$ cat config.mk
export PLATFORM = sky130hd
export DESIGN_NAME = dvp_stream_packer
export DESIGN_NICKNAME = d
export VERILOG_FILES = /design/src/rtl/dvp_stream_packer.sv
export SDC_FILE = /design/constraint.sdc
export NUM_CORES = 1
export LEC_CHECK = 0
export CAP_MARGIN = 10
export CORE_MARGIN = 3
export CORE_UTILIZATION = 26
export CTS_BUF_LIST = sky130_fd_sc_hd__clkbuf_8 sky130_fd_sc_hd__clkbuf_16
export DETAILED_ROUTE_END_ITERATION = 10
export GPL_TIMING_DRIVEN = 0
export PLACE_DENSITY = 0.52
export SLEW_MARGIN = 20
export SYNTH_ARGS = -nofsm -noshare
export SYNTH_HDL_FRONTEND = slang
export SYNTH_SLANG_ARGS = --single-unit
$ cat constraint.sdc
create_clock -name clk -period 7.5 [get_ports clk]
set_clock_uncertainty 0.05 [all_clocks]
set_input_delay 1.875 -clock clk [delete_from_list [all_inputs] [get_ports clk]]
set_output_delay 1.875 -clock clk [all_outputs]
set_load 0.02 [all_outputs]
$ cat src/rtl/dvp_stream_packer.sv
// DVP camera byte stream to AXI-stream word packer.
// Registers the camera inputs, packs href-qualified bytes into OUT_BYTES-wide
// words (lane 0 first), marks line ends with tlast and frame starts with tuser,
// and buffers words in a first-word-fall-through FIFO. A FIFO overflow drops
// the rest of the frame.
module dvp_stream_packer #(
  parameter int OUT_BYTES         = 4,
  parameter int FIFO_DEPTH        = 16,
  parameter int VSYNC_ACTIVE_HIGH = 1
) (
  input  logic                   clk,
  input  logic                   arst_n,
  input  logic                   enable,
  input  logic [7:0]             cam_d,
  input  logic                   cam_href,
  input  logic                   cam_vsync,
  output logic [8*OUT_BYTES-1:0] m_axis_tdata,
  output logic [OUT_BYTES-1:0]   m_axis_tkeep,
  output logic                   m_axis_tvalid,
  input  logic                   m_axis_tready,
  output logic                   m_axis_tlast,
  output logic                   m_axis_tuser,
  output logic                   overflow,
  output logic [15:0]            frame_count,
  output logic [15:0]            drop_count
);

  localparam int W  = 8 * OUT_BYTES;
  localparam int LW = (OUT_BYTES > 1) ? $clog2(OUT_BYTES) : 1;
  localparam int AW = $clog2(FIFO_DEPTH);
  localparam int EW = W + OUT_BYTES + 2;
  localparam logic [LW-1:0] LAST_LANE = LW'(OUT_BYTES - 1);
  localparam logic [AW:0]   FULL_CNT  = (AW+1)'(FIFO_DEPTH);

  localparam logic [1:0] S_IDLE = 2'd0;
  localparam logic [1:0] S_ARM  = 2'd1;
  localparam logic [1:0] S_LINE = 2'd2;
  localparam logic [1:0] S_DROP = 2'd3;

  // Registered camera inputs; vsync is stored already normalised to "active"
  logic [7:0] d_q;
  logic       href_q;
  logic       vs_act_q;
  logic       vs_prev_q;
  logic       vs_edge;

  // Packer state
  logic [1:0]    state_q, state_d;
  logic [W-1:0]  acc_q, acc_d;
  logic [LW-1:0] lane_q, lane_d;
  logic          stg_valid_q, stg_valid_d;
  logic [W-1:0]  stg_data_q, stg_data_d;
  logic          tuser_pend_q, tuser_pend_d;
  logic          overflow_q, overflow_d;
  logic [15:0]   frame_cnt_q, frame_cnt_d;
  logic [15:0]   drop_cnt_q, drop_cnt_d;

  // FIFO
  logic [EW-1:0] mem [FIFO_DEPTH];
  logic [AW-1:0] wr_ptr_q, wr_ptr_d;
  logic [AW-1:0] rd_ptr_q, rd_ptr_d;
  logic [AW:0]   cnt_q, cnt_d;
  logic          fifo_full;
  logic          rd_en;
  logic [EW-1:0] head;

  // Write request built by the packer
  logic                 wr_req;
  logic                 wr_en;
  logic [W-1:0]         wr_data;
  logic [OUT_BYTES-1:0] wr_keep;
  logic                 wr_last;
  logic [W-1:0]         byte_word;
  logic [OUT_BYTES-1:0] part_keep;

  // Input capture: one register stage on every camera signal
  always_ff @(posedge clk or negedge arst_n) begin
    if (!arst_n) begin
      d_q       <= 8'd0;
      href_q    <= 1'b0;
      vs_act_q  <= 1'b0;
      vs_prev_q <= 1'b0;
    end else begin
      d_q       <= cam_d;
      href_q    <= cam_href;
      vs_act_q  <= (VSYNC_ACTIVE_HIGH != 0) ? cam_vsync : ~cam_vsync;
      vs_prev_q <= vs_act_q;
    end
  end

  assign vs_edge = vs_act_q & ~vs_prev_q;

  // Accumulator with the incoming byte merged into the current lane, plus the partial-word keep mask
  always_comb begin
    byte_word = acc_q;
    part_keep = '0;
    for (int i = 0; i < OUT_BYTES; i++) begin
      if (lane_q == LW'(i)) byte_word[8*i +: 8] = d_q;
      if (LW'(i) < lane_q) part_keep[i] = 1'b1;
    end
  end

  assign m_axis_tvalid = (cnt_q != '0);
  assign fifo_full     = (cnt_q == FULL_CNT);
  assign rd_en         = m_axis_tvalid & m_axis_tready;

  // Frame/line sequencing, packing, stage flush and overflow handling
  always_comb begin
    state_d      = state_q;
    acc_d        = acc_q;
    lane_d       = lane_q;
    stg_valid_d  = stg_valid_q;
    stg_data_d   = stg_data_q;
    tuser_pend_d = tuser_pend_q;
    overflow_d   = overflow_q;
    frame_cnt_d  = frame_cnt_q;
    drop_cnt_d   = drop_cnt_q;
    wr_req       = 1'b0;
    wr_en        = 1'b0;
    wr_data      = '0;
    wr_keep      = '0;
    wr_last      = 1'b0;

    if (vs_edge) begin
      // Frame boundary: anything half-built is thrown away
      acc_d       = '0;
      lane_d      = '0;
      stg_valid_d = 1'b0;
      stg_data_d  = '0;
      if (state_q == S_ARM || state_q == S_LINE) frame_cnt_d = frame_cnt_q + 16'd1;
      state_d      = enable ? S_ARM : S_IDLE;
      tuser_pend_d = enable;
    end else if ((state_q == S_ARM || state_q == S_LINE) && href_q) begin
      state_d = S_LINE;
      // A new byte proves the staged word was not the last of the line
      if (stg_valid_q) begin
        wr_req      = 1'b1;
        wr_data     = stg_data_q;
        wr_keep     = '1;
        stg_valid_d = 1'b0;
      end
      if (lane_q == LAST_LANE) begin
        stg_valid_d = 1'b1;
        stg_data_d  = byte_word;
        acc_d       = '0;
        lane_d      = '0;
      end else begin
        acc_d  = byte_word;
        lane_d = lane_q + 1'b1;
      end
    end else if (state_q == S_LINE) begin
      // Line end: the staged word or the partial accumulator carries tlast.
      // Both cannot be pending at once, since a new byte always flushes the stage.
      state_d     = S_ARM;
      acc_d       = '0;
      lane_d      = '0;
      stg_valid_d = 1'b0;
      if (stg_valid_q) begin
        wr_req  = 1'b1;
        wr_data = stg_data_q;
        wr_keep = '1;
        wr_last = 1'b1;
      end else if (lane_q != '0) begin
        wr_req  = 1'b1;
        wr_data = acc_q;
        wr_keep = part_keep;
        wr_last = 1'b1;
      end
    end

    if (wr_req) begin
      if (fifo_full && !rd_en) begin
        overflow_d  = 1'b1;
        drop_cnt_d  = drop_cnt_q + 16'd1;
        state_d     = S_DROP;
        acc_d       = '0;
        lane_d      = '0;
        stg_valid_d = 1'b0;
      end else begin
        wr_en        = 1'b1;
        tuser_pend_d = 1'b0;
      end
    end
  end

  // Packer and status registers
  always_ff @(posedge clk or negedge arst_n) begin
    if (!arst_n) begin
      state_q      <= S_IDLE;
      acc_q        <= '0;
      lane_q       <= '0;
      stg_valid_q  <= 1'b0;
      stg_data_q   <= '0;
      tuser_pend_q <= 1'b0;
      overflow_q   <= 1'b0;
      frame_cnt_q  <= 16'd0;
      drop_cnt_q   <= 16'd0;
    end else begin
      state_q      <= state_d;
      acc_q        <= acc_d;
      lane_q       <= lane_d;
      stg_valid_q  <= stg_valid_d;
      stg_data_q   <= stg_data_d;
      tuser_pend_q <= tuser_pend_d;
      overflow_q   <= overflow_d;
      frame_cnt_q  <= frame_cnt_d;
      drop_cnt_q   <= drop_cnt_d;
    end
  end

  // FIFO pointer and occupancy update
  always_comb begin
    wr_ptr_d = wr_en ? wr_ptr_q + 1'b1 : wr_ptr_q;
    rd_ptr_d = rd_en ? rd_ptr_q + 1'b1 : rd_ptr_q;
    cnt_d    = cnt_q + (AW+1)'(wr_en) - (AW+1)'(rd_en);
  end

  // FIFO pointer registers
  always_ff @(posedge clk or negedge arst_n) begin
    if (!arst_n) begin
      wr_ptr_q <= '0;
      rd_ptr_q <= '0;
      cnt_q    <= '0;
    end else begin
      wr_ptr_q <= wr_ptr_d;
      rd_ptr_q <= rd_ptr_d;
      cnt_q    <= cnt_d;
    end
  end

  // FIFO storage; contents need no reset because tvalid gates every output
  always_ff @(posedge clk) begin
    if (wr_en) mem[wr_ptr_q] <= {tuser_pend_q, wr_last, wr_keep, wr_data};
  end

  assign head          = mem[rd_ptr_q];
  assign m_axis_tdata  = m_axis_tvalid ? head[W-1:0] : '0;
  assign m_axis_tkeep  = m_axis_tvalid ? head[W +: OUT_BYTES] : '0;
  assign m_axis_tlast  = m_axis_tvalid & head[W + OUT_BYTES];
  assign m_axis_tuser  = m_axis_tvalid & head[W + OUT_BYTES + 1];
  assign overflow      = overflow_q;
  assign frame_count   = frame_cnt_q;
  assign drop_count    = drop_cnt_q;

endmodule

==> impl_metrics.env <==
export IMPL_area_growth_pct=20.7
export IMPL_cp_num_buf_inv=4
export IMPL_wl_um=74600
export IMPL_drcViolationCount=0
export IMPL_antenna_found_initial=1
export IMPL_die_h_um=342
export IMPL_cp_end_kind="output pin"
export IMPL_syn_inst=1570
export IMPL_worstMarginPinSlew_ns=1.01
export IMPL_whs_endpoint="vs_prev_q"
export IMPL_slew_headroom_pct=32.7
export IMPL_clkLatencyLatePin_ns=0.62
export IMPL_min_period_over_period_pct=78.6
export IMPL_pre_cts_slack_ns=2.21
export IMPL_synth_avg_cell_area_sq_um=18.7
export IMPL_holdPathStages=0
export IMPL_syn_nets=1605
export IMPL_hold_violations=0
export IMPL_ys_types=56
export IMPL_pwr_share_comb_pct=29.2
export IMPL_num_rows=122
export IMPL_p_leak_nw=12.5
export IMPL_cts_buffers=78
export IMPL_clock_power_share_pct=31.0
export IMPL_grt_max_degree=79
export IMPL_cts_clk_slew_worst_paths_ns=0.05
export IMPL_setup_viol=0
export IMPL_synth_top_family_by_area="multiplexers"
export IMPL_synthAdderAreaFrac_pct=0.920
export IMPL_post_cts_buffers=0
export IMPL_layout_setup_ws_ns=1.60
export IMPL_synth_mux_area_share_pct=14.7
export IMPL_dieArea_sq_um=117000
export IMPL_pwr_share_seq_pct=39.8
export IMPL_synth_compound_area_share_pct=4.15
export IMPL_min_from="vs_act_q"
export IMPL_swShare_pct=31.6
export IMPL_vias=15500
export IMPL_wire_per_inst_um=22.4
export IMPL_grt_usage_pct=12.8
export IMPL_gr_total_overflow=0
export IMPL_io_buffer_count=85
export IMPL_critPathMaxStageDelay_ns=0.79
export IMPL_rr_startpoint="state_q[0]"
export IMPL_critical_path_required_ns=5.58
export IMPL_worstPathCellList="inv_1 -> ha_1 -> nor4b_2 -> or2_2 -> clkbuf_1 -> buf_2 -> o22ai_1 -> clkdlybuf4s50_1"
export IMPL_slowest_stage="nor4b_2"
export IMPL_numPlacedInstances=3196
export IMPL_synthSimpleGateAreaFrac_pct=4.01
export IMPL_grt_pass1_wl_um=111000
export IMPL_diodes=0
export IMPL_run_status="finished, final reports clean"
export IMPL_switchingPower_mw=3.74
export IMPL_rr_worst_depth=10
export IMPL_ys_seq_area_share_pct=73.0
export IMPL_pin_count=86
export IMPL_fin_nets=1823
export IMPL_powerDensity_nw_per_um2=333
export IMPL_synth_area_sq_um=29400
export IMPL_layout_cells_most_common_list="edfxtp_1, mux4_2, dfrtp_1"
export IMPL_coreArea_sq_um=111000
export IMPL_hold_buffers=0
export IMPL_via_per_inst=4.66
export IMPL_critPathLaunchType="register"
export IMPL_slew_viol_final=0
export IMPL_r2r_setup_slack_ns=3.61
export IMPL_cts_tree="yes"
export IMPL_r2r_end="mem[3][14]"
export IMPL_ys_flop_type="edfxtp_1"
export IMPL_gp_congestion=0.827
export IMPL_ant_nets=0
export IMPL_async_reset_ff_share_pct=17.3
export IMPL_cts_resized=0
export IMPL_cts_root_buffer="clkbuf_16"
export IMPL_maxCapViolations=0
export IMPL_period_minus_slack_ns=5.90
export IMPL_hold_class="register to register"
export IMPL_cts_buffer_depth=3
export IMPL_crit_arrival_ns=3.97
export IMPL_firstDrtPassIters=5
export IMPL_timing_fmax_mhz=170
export IMPL_peakVddDrop_mv=0.198
export IMPL_crit_fanout=10
export IMPL_drive_above_1_share_pct=24.0
export IMPL_first_global_vias=16500
export IMPL_synth_seq_cells=735
export IMPL_synth_xor_xnor_area_share_pct=1.19
export IMPL_ys_warn_count=0
export IMPL_critPathKind="register to output pin"
export IMPL_final_cells=3336
export IMPL_synth_edf_count=608
export IMPL_start_util_pct=26.4
export IMPL_die_w_um=342
export IMPL_critical_path_top_delay_family="buffers and inverters"
export IMPL_clock_sinks=735
export IMPL_final_common_cell="edfxtp_1"
export IMPL_p_int_mw=8.09
export IMPL_drt_iter0_markers=1430
export IMPL_rsz0062_at_grt="no"
export IMPL_dp_hpwl_um=51000
export IMPL_cts_max_level=3
## Yosys cell counts (2+ instances only)
master    number  area [sq um]
inv_2          2          7.51
buf_1         13          48.8
o22ai_1       15          93.8
mux2i_1       43           430
nor3_2         9          90.1
nand3b_1       2          15.0
o21ai_1       37           185
or2_2          2          12.5
nand2b_1       4          25.0
nor2b_1        5          31.3
inv_1         19          71.3
nand2_1       58           218
clkbuf_1      32           120
a311oi_1       2          17.5
buf_6          6          67.6
mux4_2       146          3290
and3_1         6          37.5
buf_8          5          75.1
nor2_2         2          12.5
a32oi_1       24           210
nor2_1        60           225
mux4_1         2          52.6
buf_4          7          52.6
nor4_1         3          18.8
xnor2_1       25           219
buf_2         28           140
nand3_1       45           225
nand4_1        7          43.8
and2_1        11          68.8
edfxtp_1     608         18300
xor2_1        15           131
a21oi_1       39           195
mux2_2        47           529
a31oi_1        2          12.5
ha_1          20           250
dfrtp_1      127          3180
and4_1         3          26.3
o21ai_0       25           125
a22o_1        33           289
nor3_1        15          75.1
## cells by family after synthesis
kind of cell	Yosys count
AOI/OAI and AO/OA	185
xor gates and xnor gates	40
adders and majority gates	21
buffers and inverters	113
DFF	735
muxes	239
and+or+nand+nor	237
## sequential cells by signal, indices dropped and copies added, names as in the netlist, 2 cells and up
signal and flops:
acc_q 32, cnt_q 5, d_q 8, drop_count 16
frame_count 16, lane_q 2, mem 608, rd_ptr_q 4
state_q 2, stg_data_q 32, wr_ptr_q 4
## through the flow
stage / total power [mW] / setup TNS, ns / hold WS (ns) / utilization, % / area (sq um)
after floorplan: 6.95 / 0 / 0.338 / - / 29400
after global placement: 8.24 / -483.41 / 0.354 / 28.8 / 32100
after detailed placement: 8.33 / 0 / 0.368 / 29.6 / 33000
after CTS: 12.0 / 0 / 0.374 / 31.8 / 35500
after global routing: 12.4 / 0 / 0.391 / 31.8 / 35500
final: 11.8 / 0 / 0.365 / 31.8 / 35500
## final cells by class
class	instances	area, sq um
timing repair buffer	138	1670
clock buffer	84	2030
sequential	735	21400
inverter	21	78.8
clock inverter	56	402
fill	10800	76000
tap	1488	1860
multi-input combinational	722	7450
buffer	92	524
## routing by layer
layer	track usage, %	wire length [um]	up-vias
li1	-	-	6723
met1	17.8	33900	8318
met2	20.8	35700	424
met3	2.48	3920	83
met4	2.45	1130	0
met5	0	0	-
## worst register-to-register path, delay by kind of cell (launching register included)
| family | cells | cell delay (ns) |
|---|---|---|
| buf+inv | 5 | 1.16 |
| flops | 1 | 0.35 |
| fa+ha+maj | 1 | 0.39 |
| simple gates | 2 | 1.07 |
| compound gates | 2 | 0.57 |
## worst max-delay path by stage
stage                       start          endpoint  slack [ns]  cells past startpoint
detailed placement       cnt_q[3]  m_axis_tdata[21]        2.21                      8
floorplan           m_axis_tready         mem[3][0]        2.01                      4
finish                   cnt_q[3]  m_axis_tdata[30]        1.60                      8
global placement    m_axis_tready         mem[3][1]       -2.89                      5
global route             cnt_q[3]  m_axis_tdata[30]        1.39                      8
CTS                      cnt_q[3]  m_axis_tdata[21]        1.54                      8
## power groups by stage
stage	sequential [mW]	combinational (mW)	clock, mW
4_1_cts	4.71	3.56	3.75
6_report	4.71	3.45	3.66
3_5_place_dp	4.79	3.54	0
3_3_place_gp	4.79	3.45	0
5_1_grt	4.73	3.73	3.92
2_1_floorplan	4.77	2.18	0
Note: power is estimated with default switching activity, not from simulation.
